--- src/rtl/uart_tx.sv ---
// 8N1/8N2 UART transmitter, one holding register ahead of the shifter; first START appears two edges after transfer.
// tx_ready drops while the holding register is full; define UART_TX_PARITY_EN to add an even-parity bit.
module uart_tx #(
  parameter int DIVISOR_WIDTH = 16,
  parameter int STOP_BITS     = 1
) (
  input  logic                     int_logic_slow_clock,
  input  logic                     system_reset_in,
  input  logic [DIVISOR_WIDTH-1:0] baud_divisor,
  input  logic [7:0]               tx_data,
  input  logic                     tx_valid,
  output logic                     tx_ready,
  output logic                     txd,
  output logic                     tx_busy
);

  localparam logic [DIVISOR_WIDTH-1:0] CNT_ONE = 1;

`ifdef UART_TX_PARITY_EN
  typedef enum logic [2:0] {IDLE, START, DATA, STOP, PARITY} state_t;
`else
  typedef enum logic [2:0] {IDLE, START, DATA, STOP} state_t;
`endif

  state_t                   state, state_nxt;
  logic                     hold_full;
  logic [7:0]               hold_dat;
  logic [7:0]               shift_reg;
  logic [DIVISOR_WIDTH-1:0] div_q;
  logic [DIVISOR_WIDTH-1:0] baud_cnt;
  logic [2:0]               bit_cnt;
  logic                     stop_cnt;
  logic                     load;
  logic                     xfer;
  logic                     bit_end;
  logic                     stop_last;
  logic                     txd_nxt;
`ifdef UART_TX_PARITY_EN
  logic                     parity_bit;
`endif

  assign xfer      = tx_valid & ~hold_full;
  assign tx_ready  = ~hold_full;
  assign tx_busy   = (state != IDLE) | hold_full;
  // Counter runs 0..div_q inclusive, so the all-ones divisor never wraps mid-bit.
  assign bit_end   = (baud_cnt == div_q);
  assign stop_last = (STOP_BITS == 1) || stop_cnt;

  always_ff @(posedge int_logic_slow_clock or posedge system_reset_in) begin
    if (system_reset_in) state <= IDLE;
    else                 state <= state_nxt;
  end

  always_comb begin
    state_nxt = state;
    load      = 1'b0;
    txd_nxt   = 1'b1;
    case (state)
      IDLE: begin
        if (hold_full) begin
          load      = 1'b1;
          state_nxt = START;
        end
      end
      START: begin
        txd_nxt = 1'b0;
        if (bit_end) state_nxt = DATA;
      end
      DATA: begin
        txd_nxt = shift_reg[0];
        if (bit_end && bit_cnt == 3'd7) begin
`ifdef UART_TX_PARITY_EN
          state_nxt = PARITY;
`else
          state_nxt = STOP;
`endif
        end
      end
`ifdef UART_TX_PARITY_EN
      PARITY: begin
        txd_nxt = parity_bit;
        if (bit_end) state_nxt = STOP;
      end
`endif
      STOP: begin
        if (bit_end && stop_last) begin
          if (hold_full) begin
            load      = 1'b1;
            state_nxt = START;
          end else begin
            state_nxt = IDLE;
          end
        end
      end
      default: state_nxt = IDLE;
    endcase
  end

  always_ff @(posedge int_logic_slow_clock or posedge system_reset_in) begin
    if (system_reset_in) begin
      txd       <= 1'b1;
      hold_full <= 1'b0;
      hold_dat  <= 8'h00;
      shift_reg <= 8'h00;
      div_q     <= '0;
      baud_cnt  <= '0;
      bit_cnt   <= 3'd0;
      stop_cnt  <= 1'b0;
    end else begin
      txd <= txd_nxt;
      // xfer and load are mutually exclusive: xfer needs an empty holder, load a full one.
      if (xfer) begin
        hold_full <= 1'b1;
        hold_dat  <= tx_data;
      end else if (load) begin
        hold_full <= 1'b0;
      end
      if (load) begin
        shift_reg <= hold_dat;
        div_q     <= baud_divisor;
        baud_cnt  <= '0;
        bit_cnt   <= 3'd0;
        stop_cnt  <= 1'b0;
      end else if (state != IDLE) begin
        if (bit_end) begin
          baud_cnt <= '0;
          if (state == DATA) begin
            shift_reg <= {1'b0, shift_reg[7:1]};
            bit_cnt   <= bit_cnt + 3'd1;
          end
          if (state == STOP) stop_cnt <= ~stop_cnt;
        end else begin
          baud_cnt <= baud_cnt + CNT_ONE;
        end
      end
    end
  end

`ifdef UART_TX_PARITY_EN
  always_ff @(posedge int_logic_slow_clock or posedge system_reset_in) begin
    if (system_reset_in) parity_bit <= 1'b0;
    else if (load)       parity_bit <= ^hold_dat;
  end
`endif

endmodule

--- config.mk ---
export PLATFORM = sky130hd
export DESIGN_NAME = uart_tx
export DESIGN_NICKNAME = d
export VERILOG_FILES = /design/src/rtl/uart_tx.sv
export SDC_FILE = /design/constraint.sdc
export NUM_CORES = 1
export LEC_CHECK = 0
export ABC_AREA = 0
export CAP_MARGIN = 20
export CELL_PAD_IN_SITES_DETAIL_PLACEMENT = 1
export CELL_PAD_IN_SITES_GLOBAL_PLACEMENT = 2
export CORE_MARGIN = 1
export CORE_UTILIZATION = 37
export DETAILED_ROUTE_END_ITERATION = 12
export GPL_ROUTABILITY_DRIVEN = 0
export PLACE_DENSITY_LB_ADDON = 0.1
export SETUP_SLACK_MARGIN = 0.05
export SKIP_CTS_REPAIR_TIMING = 1
export SKIP_LAST_GASP = 1
export SYNTH_ARGS = -nofsm -noshare
export SYNTH_HDL_FRONTEND = slang
export SYNTH_SLANG_ARGS = --single-unit
--- constraint.sdc ---
create_clock -name int_logic_slow_clock -period 3.52 [get_ports int_logic_slow_clock]
set_clock_uncertainty 0.2 [all_clocks]
set_input_delay 0.704 -clock int_logic_slow_clock [delete_from_list [all_inputs] [get_ports int_logic_slow_clock]]
set_output_delay 0.704 -clock int_logic_slow_clock [all_outputs]
set_load 0.1 [all_outputs]
==> impl_metrics.yaml <==
status:
  outcome: "finished clean"
sta:
  hold_viol_final: 0
  relSlewSlack_pct: 48.67
  layout_min_cycle_time_ns: 3.033
  setup_viol: 0
  worst_pin_slew_ns: 0.7684
  slew_viol_final: 0
  fin_setup_tns_ns: 0
  timing.final.ws_setup_ns: 0.4873
  post-route-period-util_pct: 86.16
  clock.fmax_mhz: 329.7
  rsz0062_at_grt: "no"
run:
  max-cap-violations: 0
global_routing:
  antenna_found_initial: 0
  gr-usage-all-layers_pct: 17.69
  first_global_vias: 1971
  grt_max_degree: 27
  overflow: 0
  grt_pass1_wl_mm: 10.13
power:
  power_frac_comb_pct: 41.4
  power.density_nw_per_um2: 745.0
  p_leak_nw: 1.319
  vdd_drop_max_v: 0.0002652
  pwr-share-seq_pct: 43.4
  power.internal_mw: 1.489
  swShare_pct: 38.19
  pwr-share-clk_pct: 15.3
  switchingPower_mw: 0.9198
setup_path:
  critPathArrivalTime_ns: 3.04
  crit_buf_inv: 1
  path_delay_family: "simple AND/OR/NAND/NOR gates"
  slowest_stage: "or4_4"
  required_ns: 3.53
  critPathLaunchType: "flip-flop"
  worstPathCellList: "xnor2_1 -> nand4_1 -> or4_4 -> nor3_4 -> buf_4 -> mux2_1 -> mux2_2"
  slowest_delay_ns: 0.66
  path_max_fanout: 7
  crit_path_end_kind: "flip-flop"
  critPathKind: "reg2reg"
route:
  antenna_left: 0
  wl_per_cell_um: 16.08
  drc: 0
  drt_wl_total_mm: 5.901
  dr.first_iter.drc_count: 82
  dr.pass1.iters: 4
  vias_per_cell: 5.076
  vias: 1863
final_layout:
  final_area_um2: 3233
  final_common_cell: "dfrtp_1"
  area_growth_pct: 19.08
  layout-drive-gt1-share_pct: 14.39
  reg.largest.list: "baud_cnt x16, div_q x16"
  mostFrequentLayoutCells: "dfrtp_1 (54), clkdlybuf4s50_1 (26), mux2_1 (24), nand2_1 (22), xnor2_1 (20)"
  n_antenna_cell: 0
  layout.nets: 304
die:
  ios: 30
  coreArea_um2: 6944
  initial_core_util_pct: 39.10
  row_count: 30
  die_w_um: 87.66
  die_area_um2: 7684
  die_h_um: 87.66
logic_synthesis:
  ys_warn_count: 0
  synth_seq_cells: 55
  syn_area_um2: 2715
  ys_seq_area_share_pct: 50.74
  syn-num-nets: 269
  synth_cell_types: 35
  syn_area_per_cell_um2: 11.55
  syn-instance-count: 235
clocking:
  cts-root-buf: "clkbuf_8"
  clockBufferDepth: 2
  cts_tree: "built"
  clk_latency_ns: 0.32
  clock_sinks: 55
  tritoncts.num_buffers: 5
  h-tree-depth: 2
  cts.reportedPaths.clkPinSlew_ns: 0.11
placed_design:
  place.port_buffers: 29
  dp_hpwl_mm: 4.404
  dp_slack_ns: 0.5077
  dpl_cell_area_um2: 3142
worst_hold_path:
  hp-class: "reg2reg"
## power groups by stage
stage	Clock, mW	Sequential [mW]	Combinational (mW)
after floorplan	0	1.05	0.727
after global placement	0	1.05	0.981
after global routing	0.402	1.08	1.11
after detailed placement	0	1.07	1.01
final	0.367	1.04	0.996
after CTS	0.382	1.05	1.01
## worst paths after layout
kind,start,end,slack [ns],cells after the start
worst max-delay path,baud_cnt[4],shift_reg[3],0.49,7
worst min-delay path,hold_dat[0],hold_dat[0],0.31,1
worst max register to register,baud_cnt[4],shift_reg[3],0.49,7
worst min register to register,hold_dat[0],hold_dat[0],0.31,1
max in group asynchronous,system_reset_in,txd,1.83,3
min in group asynchronous,system_reset_in,baud_cnt[4],0.57,2
## per-layer routing
metal,routed length (um),global-route usage [%],vias up
li1,-,-,900
met2,2659,27.34,22
met5,0,0,-
met1,3043,25.53,936
met3,120,2.922,5
met4,78,5.365,0
## worst reg2reg max path, stage by stage (launching register included)
cell and delay (ns):
dfrtp_1 0.47, xnor2_1 0.22, nand4_1 0.24, or4_4 0.66, nor3_4 0.29, buf_4 0.24, mux2_1 0.34, mux2_2 0.27
## cells by family after synthesis
family | share of synthesized area (%)
muxes | 17.33
and+or+nand+nor | 12.17
buffers and inverters | 2.350
xor gates and xnor gates | 7.420
AOI/OAI and AO/OA | 6.774
DFF | 50.74
adders and majority gates | 3.226
## stage by stage
step	power, mW	cells	hold WS [ns]	util (%)
CTS	2.447	367	0.3227	46.56
floorplan	1.772	235	0.2602	-
global route	2.594	367	0.3374	46.56
finish	2.409	367	0.3135	46.56
global placement	2.035	359	0.2756	45.24
detailed placement	2.071	359	0.2899	45.24
## area by class of cell
cell class	instances	area, um2
well taps	96	120.1
multi-input cells	167	1281
clock buffers	5	68.82
repair buffers	35	340.3
inverters	6	22.52
clock inverters	3	22.52
flip-flops and latches	55	1378
fillers	757	3711
## cells in the mapped netlist
cell / number / area (um2)
dfrtp_1: 54 / 1351
mux2_1: 24 / 270.3
nand2_1: 22 / 82.58
xnor2_1: 20 / 175.2
mux2_2: 16 / 180.2
o21ai_0: 15 / 75.07
nand3_1: 9 / 45.04
nor2_1: 8 / 30.03
ha_1: 7 / 87.58
and3_1: 6 / 37.54
inv_1: 6 / 22.52
nand4_1: 6 / 37.54
o21ai_1: 5 / 25.02
clkbuf_1: 3 / 11.26
nor3_1: 3 / 15.01
o41ai_1: 3 / 26.28
xor2_1: 3 / 26.28
a21oi_1: 2 / 10.01
buf_4: 2 / 15.01
mux2i_1: 2 / 20.02
nand2b_1: 2 / 12.51
nor2b_1: 2 / 12.51
nor4_1: 2 / 12.51
o31ai_1: 2 / 15.01
a211oi_1: 1 / 7.510
a22oi_1: 1 / 7.510
a32o_1: 1 / 10.01
and2_0: 1 / 6.260
buf_1: 1 / 3.750
buf_6: 1 / 11.26
dfstp_2: 1 / 26.28
nor2_4: 1 / 11.26
nor3_4: 1 / 16.27
o21a_1: 1 / 7.510
or4_4: 1 / 11.26
Power figures use the tool's default switching activity.
